[config.mk]
export PLATFORM = sky130hd
export DESIGN_NAME = pipeline_hazard_ctrl
export DESIGN_NICKNAME = d
export VERILOG_FILES = /design/src/rtl/riscv_pkg.sv /design/src/rtl/forward_unit.sv /design/src/rtl/pipeline_hazard_ctrl.sv
export SDC_FILE = /design/constraint.sdc
export NUM_CORES = 1
export LEC_CHECK = 0
export CAP_MARGIN = 15
export CORE_MARGIN = 1.5
export CORE_UTILIZATION = 39
export CTS_CLUSTER_DIAMETER = 100
export DETAILED_ROUTE_END_ITERATION = 16
export PLACE_DENSITY = 0.74
export SETUP_SLACK_MARGIN = 0.4
export SLEW_MARGIN = 20
export SYNTH_ARGS = -nofsm -noshare
export SYNTH_HDL_FRONTEND = slang
export SYNTH_HIERARCHICAL = 1
export SYNTH_SLANG_ARGS = --single-unit
[constraint.sdc]
create_clock -name clk -period 3.1 [get_ports clk]
set_input_delay 0.775 -clock clk [delete_from_list [all_inputs] [get_ports clk]]
set_output_delay 0.775 -clock clk [all_outputs]
set_load 0.02 [all_outputs]
[src/rtl/riscv_pkg.sv]
// riscv_pkg: shared types for the hazard controller (forward selects, memory FSM states)
package riscv_pkg;
  typedef enum logic [1:0] {
    FWD_RF  = 2'b00,
    FWD_WB  = 2'b01,
    FWD_MEM = 2'b10
  } forward_sel_t;
  typedef enum logic {
    IDLE = 1'b0,
    WAIT = 1'b1
  } mem_state_t;
endpackage

[src/rtl/forward_unit.sv]
// forward_unit: picks the bypass source for one execute-stage operand; the memory stage wins over writeback
module forward_unit
  import riscv_pkg::*;
(
  input  logic [4:0] rs,
  input  logic       reg_write_m,
  input  logic [4:0] rd_m,
  input  logic       reg_write_w,
  input  logic [4:0] rd_w,
  output logic [1:0] fwd
);
  forward_sel_t sel;
  always_comb begin
    sel = (reg_write_m && rd_m != 5'd0 && rd_m == rs) ? FWD_MEM :
          (reg_write_w && rd_w != 5'd0 && rd_w == rs) ? FWD_WB  : FWD_RF;
    fwd = sel;
  end
endmodule

[src/rtl/pipeline_hazard_ctrl.sv]
// pipeline_hazard_ctrl: forwarding, load-use/branch hazards and data-memory wait handling
module pipeline_hazard_ctrl
  import riscv_pkg::*;
#(
  parameter int XLEN = 32
) (
  input  logic            clk,
  input  logic            reset,
  input  logic [4:0]      Rs1D,
  input  logic [4:0]      Rs2D,
  input  logic [4:0]      Rs1E,
  input  logic [4:0]      Rs2E,
  input  logic [4:0]      RdE,
  input  logic            LoadE,
  input  logic            PCSrcE,
  input  logic            RegWriteM,
  input  logic [4:0]      RdM,
  input  logic            RegWriteW,
  input  logic [4:0]      RdW,
  input  logic            MemAccessM,
  input  logic            DMemReady,
  output logic [1:0]      ForwardAE,
  output logic [1:0]      ForwardBE,
  output logic            StallF,
  output logic            StallD,
  output logic            StallE,
  output logic            StallM,
  output logic            FlushD,
  output logic            FlushE,
  output logic            FlushW,
  output logic            DMemReq,
  output logic [XLEN-1:0] StallCount
);
  mem_state_t state, nxt;
  logic mem_stall, load_use;
  forward_unit u_fwd_a (
    .rs(Rs1E), .reg_write_m(RegWriteM), .rd_m(RdM),
    .reg_write_w(RegWriteW), .rd_w(RdW), .fwd(ForwardAE)
  );
  forward_unit u_fwd_b (
    .rs(Rs2E), .reg_write_m(RegWriteM), .rd_m(RdM),
    .reg_write_w(RegWriteW), .rd_w(RdW), .fwd(ForwardBE)
  );
  always_ff @(posedge clk) begin
    state      <= reset ? IDLE : nxt;
    StallCount <= reset ? '0 :
                  ((StallF || StallD || StallE || StallM) && StallCount != '1) ? StallCount + XLEN'(1) :
                  StallCount;
  end
  // An outstanding access keeps waiting exactly while the memory is not ready
  always_comb begin
    mem_stall = !reset && ((state == WAIT) || MemAccessM) && !DMemReady;
    nxt       = mem_stall ? WAIT : IDLE;
    load_use  = LoadE && RdE != 5'd0 && (RdE == Rs1D || RdE == Rs2D);
    DMemReq   = !reset && ((state == WAIT) || MemAccessM);
    StallF    = !reset && (load_use || mem_stall);
    StallD    = StallF;
    StallE    = mem_stall;
    StallM    = mem_stall;
    FlushW    = mem_stall;
    FlushD    = !reset && !mem_stall && PCSrcE;
    FlushE    = !reset && !mem_stall && (PCSrcE || load_use);
  end
endmodule

==> summary.md, run 1 <==
| Metric | Value |
|---|---|
| DR WL/cell | `13.2 um` |
| Post-synthesis cell type count | `45` |
| Worst Hold Slack | `521 ps` |
| Max Cap Viol | `0` |
| Syn Area/Cell | `8.56 um2` |
| Slew headroom | `70.9%` |
| Final GP Congestion | `0.799` |
| CTS sink count | `33` |
| Post-Synth XOR/XNOR Area | `18.1%` |
| CTS tree | `done` |
| Hold Crit Depth | `2` |
| CP max stage cell | `or2_4` |
| Post-synthesis register bit count | `33` |
| Max stage delay on crit path | `260 ps` |
| TritonRoute pass-1 iters | `5` |
| Max Freq | `361 MHz` |
| Final Cell Area | `3270 um2` |
| Die outline area | `5920 um2` |
| Synthesis-to-finish area growth | `53.3%` |
| CP Launch Type | `input pin` |
| Total I/O pin count | `87` |
| IO buf count | `86` |
| Via count | `2,215` |
| Yosys warnings | `6` |
| Combinational family with the most area after synthesis | `simple AND/OR/NAND/NOR gates` |
| Maximum number of pins on one net before global-route repair | `28` |
| RSZ-0062 raised after global routing | `yes` |
| Clock tree buffer depth | `2` |
| Worst r2r path cells | `9` |
| Hold Crit Class | `reg -> reg` |
| Primary FF master, synth | `dfxtp_1` |
| Final Critical Period | `2770 ps` |
| Core area | `5170 um2` |
| First-pass GRT wire length | `9.47 mm` |
| Post-Synthesis Cells | `249` |
| Crit-path max FO | `3` |
| Lkg Pwr | `1.29 nW` |
| Fin util | `63.2%` |
| Actual slew at the worst max-slew pin | `434 ps` |
| Worst Path Required | `2320 ps` |
| Critical path's top delay family | `simple AND/OR/NAND/NOR gates` |
| Post-Synth Simple-Gate Area | `32.0%` |
| Post-Route WL | `5.59 mm` |
| Hpwl dp | `4.22 mm` |
| Layout net count | `398` |
| Crit-path cells | `buf_8 -> xor2_2 -> nor3_2 -> a22oi_2 -> or2_4 -> a211oi_4 -> buf_6` |
| Area share of fa/ha/maj cells after synthesis | `0.587%` |
| Peak VDD IR | `0.215 mV` |
| R2r endpoint | `StallCount[9]$_SDFFE_PP0P_` |
| Period utilisation layout | `89.3%` |
| Initial core utilization | `41.2%` |
| DRC viols | `0` |
| Total GRT Usage | `19.8%` |
| Initial detailed-routing violation count | `76` |
| Met2 wire len | `2.68 mm` |
| Outcome | `complete, no violations` |
| Setup clock skew after layout | `6.81 ps` |
| Syn_nets | `293` |
| Die Height | `76.9 um` |
| Routed met1 length | `2.41 mm` |
| Initial antenna violation count | `0` |
| Crit path kind | `in -> out` |
| Final setup viols | `0` |
| Cts hold-fix bufs | `0` |
| Number of diodes | `0` |
| Placed instance count | `411` |
| CP arrival | `1990 ps` |
| CTS clk-pin slew, worst paths | `70 ps` |
| PwrDens | `289 nW/um2` |
| Critical R2R Launch | `StallCount[0]$_SDFFE_PP0P_` |
| # H-tree levels | `2` |
| Worst Hold Launch | `StallCount[1]$_SDFFE_PP0P_` |
| Die width | `76.9 um` |
| Placed cell area | `3160 um2` |
| Share of cells above drive strength 1 | `28.2%` |
| Max-slew violation count | `0` |
| Mapped Area | `2130 um2` |
| Worst Path Buf+Inv | `2` |
| Post-synth EDFFs | `0` |
| Final Non-Filler Cells | `424` |
| Ys async rst share | `0%` |
| Multiplexer share of the synthesized area | `0.939%` |
| Met3 WL post-DR | `401 um` |
| Clock Latency Late Sink | `280 ps` |
| Sequential area share after synthesis | `31.0%` |
| CTS Buf Count | `5` |
| Rows | `26` |
| Post-route ant nets | `0` |
| Global route total overflow | `0` |
| Root Buffer | `clkbuf_8` |
| Final Hold Fails | `0` |
| R2R setup slack | `830 ps` |
| CP startpoint | `RdE[4]` |
| Vias in the first global route | `2,125` |
| Compound-gate portion of the synthesized area | `12.8%` |
| DR vias/cell | `5.22` |
| Worst Hold End | `StallCount[1]$_SDFFE_PP0P_` |
| CP Capture Type | `output port` |
| Highest routed metal layer | `met4` |
==> cell type report <==
cell class              count  area [um2]
clock buffers               7        86.3
fillers                   449        1900
inverters                   7        28.8
multi-input cells         200        1480
flip-flops and latches     33         661
well taps                  70        87.6
repair buffers            107         921
==> cell usage in the layout (no fill, tap or decap), types with 9 or more instances in the layout <==
cell type and instances:
buf_2 9, buf_4 21, clkbuf_2 13, clkdlybuf4s50_1 36
dfxtp_1 33, dlygate4sd2_1 11, nand2_1 17, nand3_1 19
nor2_1 26, xnor2_1 10, xor2_1 31
==> worst register-to-register path: stages, from the launching register on <==
cell	delay [ps]
dfxtp_1	420
ha_1	200
and4_1	240
nand4_2	190
nor3_4	310
a31oi_4	210
buf_4	240
nand3b_2	140
xor2_1	150
nor2_1	50
==> stage by stage <==
| step | TNS, ps | worst slack (ps) | power [mW] |
|---|---|---|---|
| 6_report | 0 | 332 | 0.945 |
| 5_1_grt | 0 | 282 | 0.992 |
| 4_1_cts | 0 | 279 | 0.945 |
| 3_5_place_dp | -3450 | -577 | 0.629 |
| 3_3_place_gp | -3200 | -500 | 0.626 |
| 2_1_floorplan | 0 | 407 | 0.524 |
==> state kept, by name (all words and copies together) (netlist names) <==
signal      cells
StallCount     32
state           1
==> power by group <==
group          internal [mW]  switching [mW]
clock network          0.176           0.149
registers              0.426         0.00166
logic                 0.0943          0.0986
total                  0.696           0.249
==> synth_stat cells, types with 2 or more instances <==
cell,n,share of area [%]
a21oi_1,9,2.1
nand4_2,3,1.8
or3_1,7,2.1
nand2_1,17,3.0
and4_1,4,1.6
nand3_1,19,4.5
o211ai_1,5,1.8
xnor2_1,11,4.5
nor4_1,2,0.59
nor2_1,28,4.9
buf_4,3,1.1
inv_1,7,1.2
and3_1,5,1.5
a211oi_2,2,1.2
o21ai_0,7,1.6
mux2i_1,2,0.94
o41ai_2,2,1.5
and3_2,3,1.1
or4_1,2,0.70
xor2_1,33,14
nor3_1,9,2.1
nor3_2,4,1.9
o31ai_1,6,2.1
dfxtp_1,33,31
nand4_1,6,1.8
==> routing by layer <==
metal | track usage [%] | vias to the layer above
li1 | - | 1099
met3 | 6.07 | 9
met5 | 0 | -
met4 | 7.78 | 0
met1 | 22.2 | 1021
met2 | 34.6 | 86
==> worst max-delay path by stage <==
stage              to  slack [ps]  cells past startpoint
6_report       FlushE         330                      7
5_1_grt        FlushE         280                      7
2_1_floorplan  StallF         410                      5
3_5_place_dp   FlushE        -580                      7
3_3_place_gp   FlushE        -500                      7
4_1_cts        StallE         280                      4
==> timing repair <==
item                       in CTS  in global routing
setup endpoints to repair      16                 18
setup buffers                   6                  0
gates resized for setup       127                 44
pin swaps                      29                 25
==> cells by family after synthesis <==
family / Yosys count
AOI/OAI and AO/OA: 35
xor gates and xnor gates: 44
DFF: 33
muxes: 2
and+or+nand+nor: 118
adders and majority gates: 1
buffers and inverters: 16
No activity file was read; power rests on OpenSTA's default activity.
==> run 2: changes to the inputs <==
--- a/config.mk
+++ b/config.mk
@@ -12,6 +12,7 @@
 export DETAILED_ROUTE_END_ITERATION = 16
 export PLACE_DENSITY = 0.74
 export SETUP_SLACK_MARGIN = 0.4
+export SKIP_LAST_GASP = 1
 export SLEW_MARGIN = 20
 export SYNTH_ARGS = -nofsm -noshare
 export SYNTH_HDL_FRONTEND = slang
==> results of run 2 <==
Final layout, timing and power as in run 1 (identical DEF).
==> run 3: changes to the inputs <==
--- a/config.mk
+++ b/config.mk
@@ -10,10 +10,10 @@
 export CORE_UTILIZATION = 39
 export CTS_CLUSTER_DIAMETER = 100
 export DETAILED_ROUTE_END_ITERATION = 16
+export GPL_TIMING_DRIVEN = 0
 export PLACE_DENSITY = 0.74
 export SETUP_SLACK_MARGIN = 0.4
 export SKIP_LAST_GASP = 1
-export SLEW_MARGIN = 20
 export SYNTH_ARGS = -nofsm -noshare
 export SYNTH_HDL_FRONTEND = slang
 export SYNTH_HIERARCHICAL = 1
==> summary.md, run 3 (same netlist as run 1, synthesis figures left out) <==
| Metric | Value |
|---|---|
| DR vias/cell | `5.06` |
| Dpl ws | `-713 ps` |
| IO buf count | `86` |
| Hpwl dp | `4.14 mm` |
| Maximum number of pins on one net before global-route repair | `11` |
| CTS clk-pin slew, worst paths | `70 ps` |
| Root Buffer | `clkbuf_8` |
| Max Freq | `359 MHz` |
| Crit path kind | `in -> out` |
| R2r endpoint | `StallCount[26]$_SDFFE_PP0P_` |
| Vias in the first global route | `2,046` |
| Setup clock skew after layout | `5.59 ps` |
| Leading cell type in the layout, fill and taps excluded | `clkdlybuf4s50_1` |
| Critical R2R Launch | `StallCount[0]$_SDFFE_PP0P_` |
| CP max stage cell | `or4_4` |
| P_sw | `248 uW` |
| Clock tree buffer depth | `2` |
| Actual slew at the worst max-slew pin | `430 ps` |
| Largest register FFs | `32` |
| Share of cells above drive strength 1 | `22.8%` |
| Worst Hold Launch | `StallCount[27]$_SDFFE_PP0P_` |
| Fin util | `62.4%` |
| Via count | `2,111` |
| Seq pwr share | `46.2%` |
| Hold Crit Depth | `2` |
| Final setup TNS | `0 ps` |
| Most frequent cells in the layout | `clkdlybuf4s50_1 (39), dfxtp_1 (33), xor2_1 (32), nor2_1 (28), nand3_1 (19)` |
| Total GRT Usage | `19.1%` |
| RSZ-0062 raised after global routing | `yes` |
| Global route total overflow | `0` |
| Final Non-Filler Cells | `417` |
| Lkg Pwr | `1.24 nW` |
| Initial core utilization | `41.2%` |
| Max-slew violation count | `0` |
| Worst Hold Slack | `500 ps` |
| Switching share of power | `26.8%` |
| CTS sink count | `33` |
| Critical path's top delay family | `simple AND/OR/NAND/NOR gates` |
| Layout net count | `390` |
| Core area | `5170 um2` |
| Outcome | `complete, no violations` |
| Initial detailed-routing violation count | `91` |
| Clock Latency Late Sink | `290 ps` |
| Initial antenna violation count | `0` |
| Worst r2r path cells | `8` |
| CTS tree | `done` |
| Max Cap Viol | `0` |
| Filler cell count | `469` |
| Total I/O pin count | `87` |
| Post-route ant nets | `0` |
| Slew headroom | `71.2%` |
| Final setup viols | `0` |
| Crit-path cells | `buf_8 -> or4_4 -> o21ai_4 -> or2_4 -> o21ai_4 -> buf_6 -> buf_6` |
| Die width | `76.9 um` |
| Worst Hold End | `StallCount[27]$_SDFFE_PP0P_` |
| Internal Power | `676 uW` |
| TritonRoute pass-1 iters | `4` |
| PwrDens | `286 nW/um2` |
| DRC viols | `0` |
| CP Launch Type | `input pin` |
| Crit-path max FO | `3` |
| DR WL/cell | `12.9 um` |
| Max stage delay on crit path | `540 ps` |
| R2R setup slack | `840 ps` |
| # H-tree levels | `2` |
| Rows | `26` |
| Largest registers | `StallCount: 32 flops, state: 1 flops` |
| Final Hold Fails | `0` |
| CP arrival | `2010 ps` |
| First-pass GRT wire length | `9.09 mm` |
| Die Height | `76.9 um` |
| Period utilisation layout | `89.9%` |
| Post-Route WL | `5.38 mm` |
| Final GP Congestion | `0.811` |
| Die outline area | `5920 um2` |
| CTS Buf Count | `5` |
| Number of diodes | `0` |
| Clk pwr share | `33.7%` |
| Placed instance count | `405` |
| Synthesis-to-finish area growth | `51.5%` |
| Largest Register | `StallCount` |
| Hold Crit Class | `reg -> reg` |
| Worst Path Buf+Inv | `3` |
| Combinational fraction of design power | `20.2%` |
| Peak VDD IR | `0.147 mV` |
| Worst Path Required | `2320 ps` |
| Final Critical Period | `2790 ps` |
| Final worst slack | `314 ps` |
| CP Capture Type | `output port` |
==> run 3: layout make-up <==
type / count / area (um2) / area share (%)
multi-input cells: 200 / 1470 / 45.5
flip-flops and latches: 33 / 661 / 20.5
clock buffers: 8 / 80.1 / 2.48
plain buffers: 9 / 88.8 / 2.75
inverters: 7 / 28.8 / 0.891
repair buffers: 90 / 815 / 25.2
well taps: 70 / 87.6 / 2.71
==> run 3: worst max path at each step <==
stage	endpoint	depth (start not counted)	startpoint
global route	StallF	8	Rs2D[1]
CTS	FlushE	7	Rs2D[4]
floorplan	StallF	5	RdE[1]
detailed placement	DMemReq	5	reset
global placement	DMemReq	5	reset
finish	StallF	7	RdE[4]
==> run 3: power by group through the flow <==
stage	clock (mW)	sequential [mW]	combinational, mW
floorplan	0	0.437	0.0870
global placement	0	0.437	0.185
detailed placement	0	0.437	0.188
CTS	0.322	0.427	0.184
global route	0.346	0.427	0.202
finish	0.311	0.427	0.186
==> run 3: per-stage QoR <==
stage / area (um2) / power (mW)
finish: 3230 / 0.925
global route: 3230 / 0.976
CTS: 3210 / 0.933
detailed placement: 3120 / 0.625
global placement: 3120 / 0.622
floorplan: 2170 / 0.524
==> run 3: metal layers <==
| layer | vias to the layer above | track usage [%] | part of all wire, % |
|---|---|---|---|
| li1 | 1082 | - | - |
| met1 | 943 | 21.9 | 42 |
| met2 | 81 | 32.7 | 48 |
| met3 | 5 | 6.67 | 8.4 |
| met4 | 0 | 6.85 | 1.4 |
| met5 | - | 0 | 0 |
==> run 3: worst register-to-register path: stages, from the launching register on <==
cell     delay (ps)
dfxtp_1         360
ha_1            240
and4_1          230
nand4_2         160
nor3_4           80
a31oi_4         380
nand3_4         160
or4_1           430
a21oi_1         150
==> run 3: what timing repair did <==
item,CTS,global route
endpoints found under the setup margin,13,9
hold buffers,0,0
resized for setup,142,17
pin swaps,25,14
setup buffers,3,1
cloned,0,0
